### src/rtl/pll_lock_seq.sv
// pll_lock_seq: PLL reset pulse, lock qualification, clkout0 gating and staggered domain-reset release.
// Build option PLL_SEQ_AUTO_RELOCK_EN: lock loss in GATE/RUN restarts the sequence instead of latching FAIL.
module pll_lock_seq #(
    parameter int RST_CYCLES    = 8,
    parameter int LOCK_TIMEOUT  = 100,
    parameter int STABLE_CYCLES = 16,
    parameter int NUM_DOM       = 3,
    parameter int DOM_STAGGER   = 4,
    parameter int MAX_RETRY     = 3,
    parameter int RETRY_W       = $clog2(MAX_RETRY + 1)
) (
    input  logic               clk,
    input  logic               rst_n,
    input  logic               pll_lock_i,
    input  logic               restart_i,
    output logic               pll_rst_o,
    output logic               clkout0_gate_o,
    output logic [NUM_DOM-1:0] dom_rst_n_o,
    output logic               seq_done_o,
    output logic               seq_fail_o,
    output logic [RETRY_W-1:0] retry_cnt_o,
    output logic [2:0]         state_o
);

    localparam int REL_CYCLES = NUM_DOM * DOM_STAGGER;
    localparam int MAX_AB     = (RST_CYCLES > LOCK_TIMEOUT) ? RST_CYCLES : LOCK_TIMEOUT;
    localparam int MAX_CD     = (STABLE_CYCLES > REL_CYCLES) ? STABLE_CYCLES : REL_CYCLES;
    localparam int MAX_ALL    = (MAX_AB > MAX_CD) ? MAX_AB : MAX_CD;
    localparam int CNT_W      = $clog2(MAX_ALL) + 1;

    localparam logic [CNT_W-1:0]   CNT_ONE     = CNT_W'(1);
    localparam logic [CNT_W-1:0]   RST_LAST    = CNT_W'(RST_CYCLES - 1);
    localparam logic [CNT_W-1:0]   LOCK_LAST   = CNT_W'(LOCK_TIMEOUT - 1);
    localparam logic [CNT_W-1:0]   STABLE_LAST = CNT_W'(STABLE_CYCLES - 1);
    localparam logic [CNT_W-1:0]   REL_LAST    = CNT_W'(REL_CYCLES - 1);
    localparam logic [RETRY_W-1:0] RETRY_ONE   = RETRY_W'(1);
    localparam logic [RETRY_W-1:0] RETRY_MAX   = RETRY_W'(MAX_RETRY);

    typedef enum logic [2:0] {
        S_RST    = 3'd0,
        S_WAIT   = 3'd1,
        S_STABLE = 3'd2,
        S_GATE   = 3'd3,
        S_RUN    = 3'd4,
        S_FAIL   = 3'd5
    } state_t;

`ifdef PLL_SEQ_AUTO_RELOCK_EN
    localparam state_t LOSS_STATE = S_RST;
`else
    localparam state_t LOSS_STATE = S_FAIL;
`endif

    logic [1:0]         sync_q;
    state_t             state_q, state_d;
    logic [CNT_W-1:0]   cnt_q, cnt_d;
    logic [RETRY_W-1:0] retry_q, retry_d;
    logic               pll_rst_q, pll_rst_d;
    logic               gate_q, gate_d;
    logic [NUM_DOM-1:0] dom_q, dom_d;
    logic               done_q, done_d;
    logic               fail_q, fail_d;
    logic               lock_s;

    assign lock_s = sync_q[1];

    // Next-state, shared counter and retry bookkeeping; restart overrides everything.
    always_comb begin
        state_d = state_q;
        cnt_d   = cnt_q + CNT_ONE;
        retry_d = retry_q;
        if (restart_i) begin
            state_d = S_RST;
            cnt_d   = '0;
            retry_d = '0;
        end else begin
            case (state_q)
                S_RST: begin
                    if (cnt_q == RST_LAST) begin
                        state_d = S_WAIT;
                        cnt_d   = '0;
                    end else begin
                        state_d = S_RST;
                    end
                end
                S_WAIT: begin
                    if (lock_s) begin
                        state_d = S_STABLE;
                        cnt_d   = '0;
                    end else if (cnt_q == LOCK_LAST) begin
                        retry_d = retry_q + RETRY_ONE;
                        cnt_d   = '0;
                        if ((retry_q + RETRY_ONE) == RETRY_MAX) begin
                            state_d = S_FAIL;
                        end else begin
                            state_d = S_RST;
                        end
                    end else begin
                        state_d = S_WAIT;
                    end
                end
                S_STABLE: begin
                    if (!lock_s) begin
                        state_d = S_WAIT;
                        cnt_d   = '0;
                    end else if (cnt_q == STABLE_LAST) begin
                        state_d = S_GATE;
                        cnt_d   = '0;
                    end else begin
                        state_d = S_STABLE;
                    end
                end
                S_GATE: begin
                    if (!lock_s) begin
                        state_d = LOSS_STATE;
                        cnt_d   = '0;
                    end else if (cnt_q == REL_LAST) begin
                        state_d = S_RUN;
                        cnt_d   = '0;
                        retry_d = '0;
                    end else begin
                        state_d = S_GATE;
                    end
                end
                S_RUN: begin
                    if (!lock_s) begin
                        state_d = LOSS_STATE;
                        cnt_d   = '0;
                    end else begin
                        state_d = S_RUN;
                        cnt_d   = cnt_q;
                    end
                end
                S_FAIL: begin
                    state_d = S_FAIL;
                    cnt_d   = cnt_q;
                end
                default: begin
                    state_d = S_RST;
                    cnt_d   = '0;
                end
            endcase
        end
    end

    // Output values for the state being entered, so every output is a plain register.
    always_comb begin
        pll_rst_d = (state_d == S_RST) || (state_d == S_FAIL);
        gate_d    = (state_d == S_GATE) || (state_d == S_RUN);
        done_d    = (state_d == S_RUN);
        fail_d    = (state_d == S_FAIL);
        dom_d     = '0;
        case (state_d)
            S_RUN: begin
                dom_d = '1;
            end
            S_GATE: begin
                // Bit i releases once (i+1)*DOM_STAGGER edges have passed since GATE entry.
                if (state_q == S_GATE) begin
                    for (int i = 0; i < NUM_DOM; i++) begin
                        dom_d[i] = (int'(cnt_q) + 1) >= ((i + 1) * DOM_STAGGER);
                    end
                end else begin
                    dom_d = '0;
                end
            end
            default: begin
                dom_d = '0;
            end
        endcase
    end

    // Lock synchroniser, FSM state and registered outputs.
    always_ff @(posedge clk or negedge rst_n) begin
        if (!rst_n) begin
            sync_q    <= 2'b00;
            state_q   <= S_RST;
            cnt_q     <= '0;
            retry_q   <= '0;
            pll_rst_q <= 1'b1;
            gate_q    <= 1'b0;
            dom_q     <= '0;
            done_q    <= 1'b0;
            fail_q    <= 1'b0;
        end else begin
            sync_q    <= {sync_q[0], pll_lock_i};
            state_q   <= state_d;
            cnt_q     <= cnt_d;
            retry_q   <= retry_d;
            pll_rst_q <= pll_rst_d;
            gate_q    <= gate_d;
            dom_q     <= dom_d;
            done_q    <= done_d;
            fail_q    <= fail_d;
        end
    end

    assign pll_rst_o      = pll_rst_q;
    assign clkout0_gate_o = gate_q;
    assign dom_rst_n_o    = dom_q;
    assign seq_done_o     = done_q;
    assign seq_fail_o     = fail_q;
    assign retry_cnt_o    = retry_q;
    assign state_o        = state_q;

endmodule

### config.mk
export PLATFORM = sky130hd
export DESIGN_NAME = pll_lock_seq
export DESIGN_NICKNAME = d
export VERILOG_FILES = /design/src/rtl/pll_lock_seq.sv
export SDC_FILE = /design/constraint.sdc
export NUM_CORES = 1
export LEC_CHECK = 0
export ABC_AREA = 1
export CAP_MARGIN = 30
export CORE_UTILIZATION = 55
export CTS_CLUSTER_DIAMETER = 120
export CTS_CLUSTER_SIZE = 16
export DETAILED_ROUTE_END_ITERATION = 7
export PLACE_DENSITY_LB_ADDON = 0.2
export SYNTH_ARGS = -nofsm -noshare
export SYNTH_HDL_FRONTEND = slang
export SYNTH_SLANG_ARGS = --single-unit
### constraint.sdc
create_clock -name clk -period 1.8 [get_ports clk]
set_input_delay 0.36 -clock clk [delete_from_list [all_inputs] [get_ports clk]]
set_output_delay 0.36 -clock clk [all_outputs]
set_load 0.02 [all_outputs]
==> flow_metrics.env <==
export IMPL_status="finished, final reports clean"
export IMPL_rows=17
export IMPL_syn_num_nets=187
export IMPL_seq_area_um2=554
export IMPL_internal_power_mw=0.777
export IMPL_yosys_top_cells_count="nand2_1, inv_1, dfrtp_1"
export IMPL_worst_ir_drop_vdd_v=0.000773
export IMPL_drc=0
export IMPL_grtUsageTotal_pct=24.4
export IMPL_cts_made_buffers=3
export IMPL_drt_iter0_markers=64
export IMPL_syn_to_final_growth_pct=19.4
export IMPL_cp_end_kind="primary output"
export IMPL_synth_top_area_share_pct=38.7
export IMPL_cts_root_buf="clkbuf_4"
export IMPL_slowest_stage="clkdlybuf4s50_1"
export IMPL_overflow=0
export IMPL_skew_ns=0.00322
export IMPL_yosys_cell_count_top_type="nand2_1"
export IMPL_die_h_um=51.7
export IMPL_timing_fmax_mhz=572
export IMPL_max_stage_delay_ns=0.63
export IMPL_dieArea_mm2=0.00267
export IMPL_synth_area_leader_cell="dfrtp_1"
export IMPL_ys_seq_elements=22
export IMPL_ys_seq_area_share_pct=40.7
export IMPL_antenna_found_initial=0
export IMPL_final_nets=206
export IMPL_antennaDiodeCount=0
export IMPL_hold_class="flop to flop"
export IMPL_grt_pass1_vias=1136
export IMPL_finalWeightedCongestion=0.938
export IMPL_die_width_um=51.7
export IMPL_start_util_pct=59.6
export IMPL_syn_area_mm2=0.00136
export IMPL_n_fill_cell=178
export IMPL_core_mm2=0.00228
export IMPL_postCtsSetupRepairBufs=0
export IMPL_multi_input_area_um2=722
export IMPL_vias_per_cell=5.38
export IMPL_synth_edff_count=0
export IMPL_cts_tree="built"
export IMPL_cts_max_path_buffers=2
export IMPL_crit_family="buffers and inverters"
export IMPL_drtPass1Iterations=4
export IMPL_p_leak_nw=0.792
export IMPL_finalHoldViolations=0
export IMPL_switching_share_pct=22.5
export IMPL_async_reset_ff_share_pct=100
export IMPL_post_route_period_util_pct=97.2
export IMPL_htreeDepth=1
export IMPL_drv_cap=0
export IMPL_timing_final_crit_period_ns=1.75
export IMPL_setup_ws_ns=0.0503
export IMPL_yosysWarnings=0
export IMPL_clock_latency_ns=0.30
export IMPL_hpwl_um=2150
export IMPL_crit_fanout=5
export IMPL_grt_max_degree=23
export IMPL_wl_per_cell_um=12.4
export IMPL_crit_buf_inv=1
export IMPL_critPathLaunchType="flop"
export IMPL_worst_pin_slew_ns=0.367
export IMPL_arrival_ns=1.39
export IMPL_syn_inst=180
export IMPL_grt_pass1_wl_um=4800
export IMPL_cts_reportedPaths_clkPinSlew_ns=0.12
export IMPL_p_seq_share_pct=52.6
export IMPL_clock_sink_count=22
export IMPL_antenna_left=0
export IMPL_cts_hold_fix_buffers=0
export IMPL_num_vias=1215
export IMPL_wirelength_um=2810
export IMPL_drive_gt1_share_pct=17.2
export IMPL_port_buffers=15
export IMPL_pre_cts_ws_ns=0.0611
export IMPL_setup_violations=0
export IMPL_whs_ns=0.360
export IMPL_cp_required_ns=1.44
export IMPL_netSwitchingPower_mw=0.226
export IMPL_ioPinCount=16
export IMPL_tns_ns=0
export IMPL_final_util_pct=71.1
export IMPL_synthDistinctLibCells=29
export IMPL_syn_mean_instance_area_um2=7.54
export IMPL_crit_type="flop to primary output"
export IMPL_slew_viol_final=0
export IMPL_crit_chain="clkdlybuf4s50_1"
export IMPL_p_comb_share_pct=10.0
export IMPL_pwr_share_clk_pct=37.4
export IMPL_powerDensity_mw_per_mm2=619
export IMPL_relSlewSlack_pct=75.3
export IMPL_synthTopCellsByArea="dfrtp_1, nand2_1, nand3_1"
export IMPL_synth_top_flop_cell="dfrtp_1"
[cell usage in the layout, fill, tap and decap left out, types with 3 or more instances in the layout]
master	netlist	routed
nand2_1	52	51
inv_1	22	22
nor2_1	19	19
dfrtp_1	21	19
nand3_1	19	18
clkdlybuf4s50_1	0	12
o21ai_2	6	6
nor2_2	5	5
nand2_2	4	5
o21ai_0	5	4
o21ai_1	2	3
a21oi_1	3	3
clkbuf_4	0	3
[cells by family (layout without fill, tap and decap cells)]
logic type / count (synthesis) / after routing / share of synthesized area [%]
flops: 22 / 22 / 40.7
buf+inv: 26 / 44 / 8.12
compound gates: 19 / 19 / 9.23
mux: 1 / 1 / 0.738
xor+xnor: 2 / 2 / 1.29
fa+ha+maj: 3 / 3 / 2.77
simple gates: 107 / 107 / 37.2
[registers in the layout, summed over array words and instances (netlist names)]
register,count
clkout0_gate_o,1
cnt_q,8
seq_done_o,1
state_o,3
dom_rst_n_o,3
pll_rst_o,1
retry_cnt_o,2
sync_q,2
seq_fail_o,1
[metrics by stage]
stage	power [mW]	area, µm²	std cells
floorplan	0.587	1360	180
global placement	0.630	1530	222
detailed placement	0.633	1530	222
CTS	1.01	1590	226
global route	1.04	1620	226
finish	1.00	1620	226
[timing repair]
| action | 4_1_cts | 5_1_grt |
|---|---|---|
| endpoints found under the setup margin | 1 | 14 |
| resized for setup | 2 | 9 |
| pin swaps | 0 | 0 |
[power by group through the flow]
stage | registers, mW | clock network, mW | logic (mW)
5_1_grt | 0.530 | 0.396 | 0.113
6_report | 0.527 | 0.375 | 0.101
3_3_place_gp | 0.533 | 0 | 0.0964
4_1_cts | 0.524 | 0.384 | 0.0997
3_5_place_dp | 0.534 | 0 | 0.0989
2_1_floorplan | 0.539 | 0 | 0.0481
[area by class of cell]
class	instances	share of cell area, %
timing repair buffer	17	10.4
sequential	22	34.2
multi-input combinational	132	44.6
tap	28	2.16
clock inverter	1	1.85
inverter	23	5.33
clock buffer	3	1.39
[layer usage]
metal,GRT usage (%),vias up,wire length (µm)
met5,0,-,0
met2,39.2,32,1350
li1,-,600,-
met1,33.1,579,1320
met4,9.01,0,25
met3,3.80,4,104
[final timing paths]
kind / startpoint / endpoint / slack, ns / depth (start not counted)
setup / recovery: state_o[1]$_DFF_PN0_ / state_o[1] / 0.05 / 1
hold / removal: sync_q[0]$_DFF_PN0_ / sync_q[1]$_DFF_PN0_ / 0.36 / 0
setup reg to reg: cnt_q[1]$_DFFE_PN0P_ / cnt_q[4]$_DFFE_PN0P_ / 0.13 / 9
hold reg to reg: sync_q[0]$_DFF_PN0_ / sync_q[1]$_DFF_PN0_ / 0.36 / 0
max in group asynchronous: rst_n / pll_rst_o$_DFF_PN1_ / 1.14 / 2
min in group asynchronous: rst_n / cnt_q[5]$_DFFE_PN0P_ / 0.38 / 2
(Power assumes the default switching activity.)
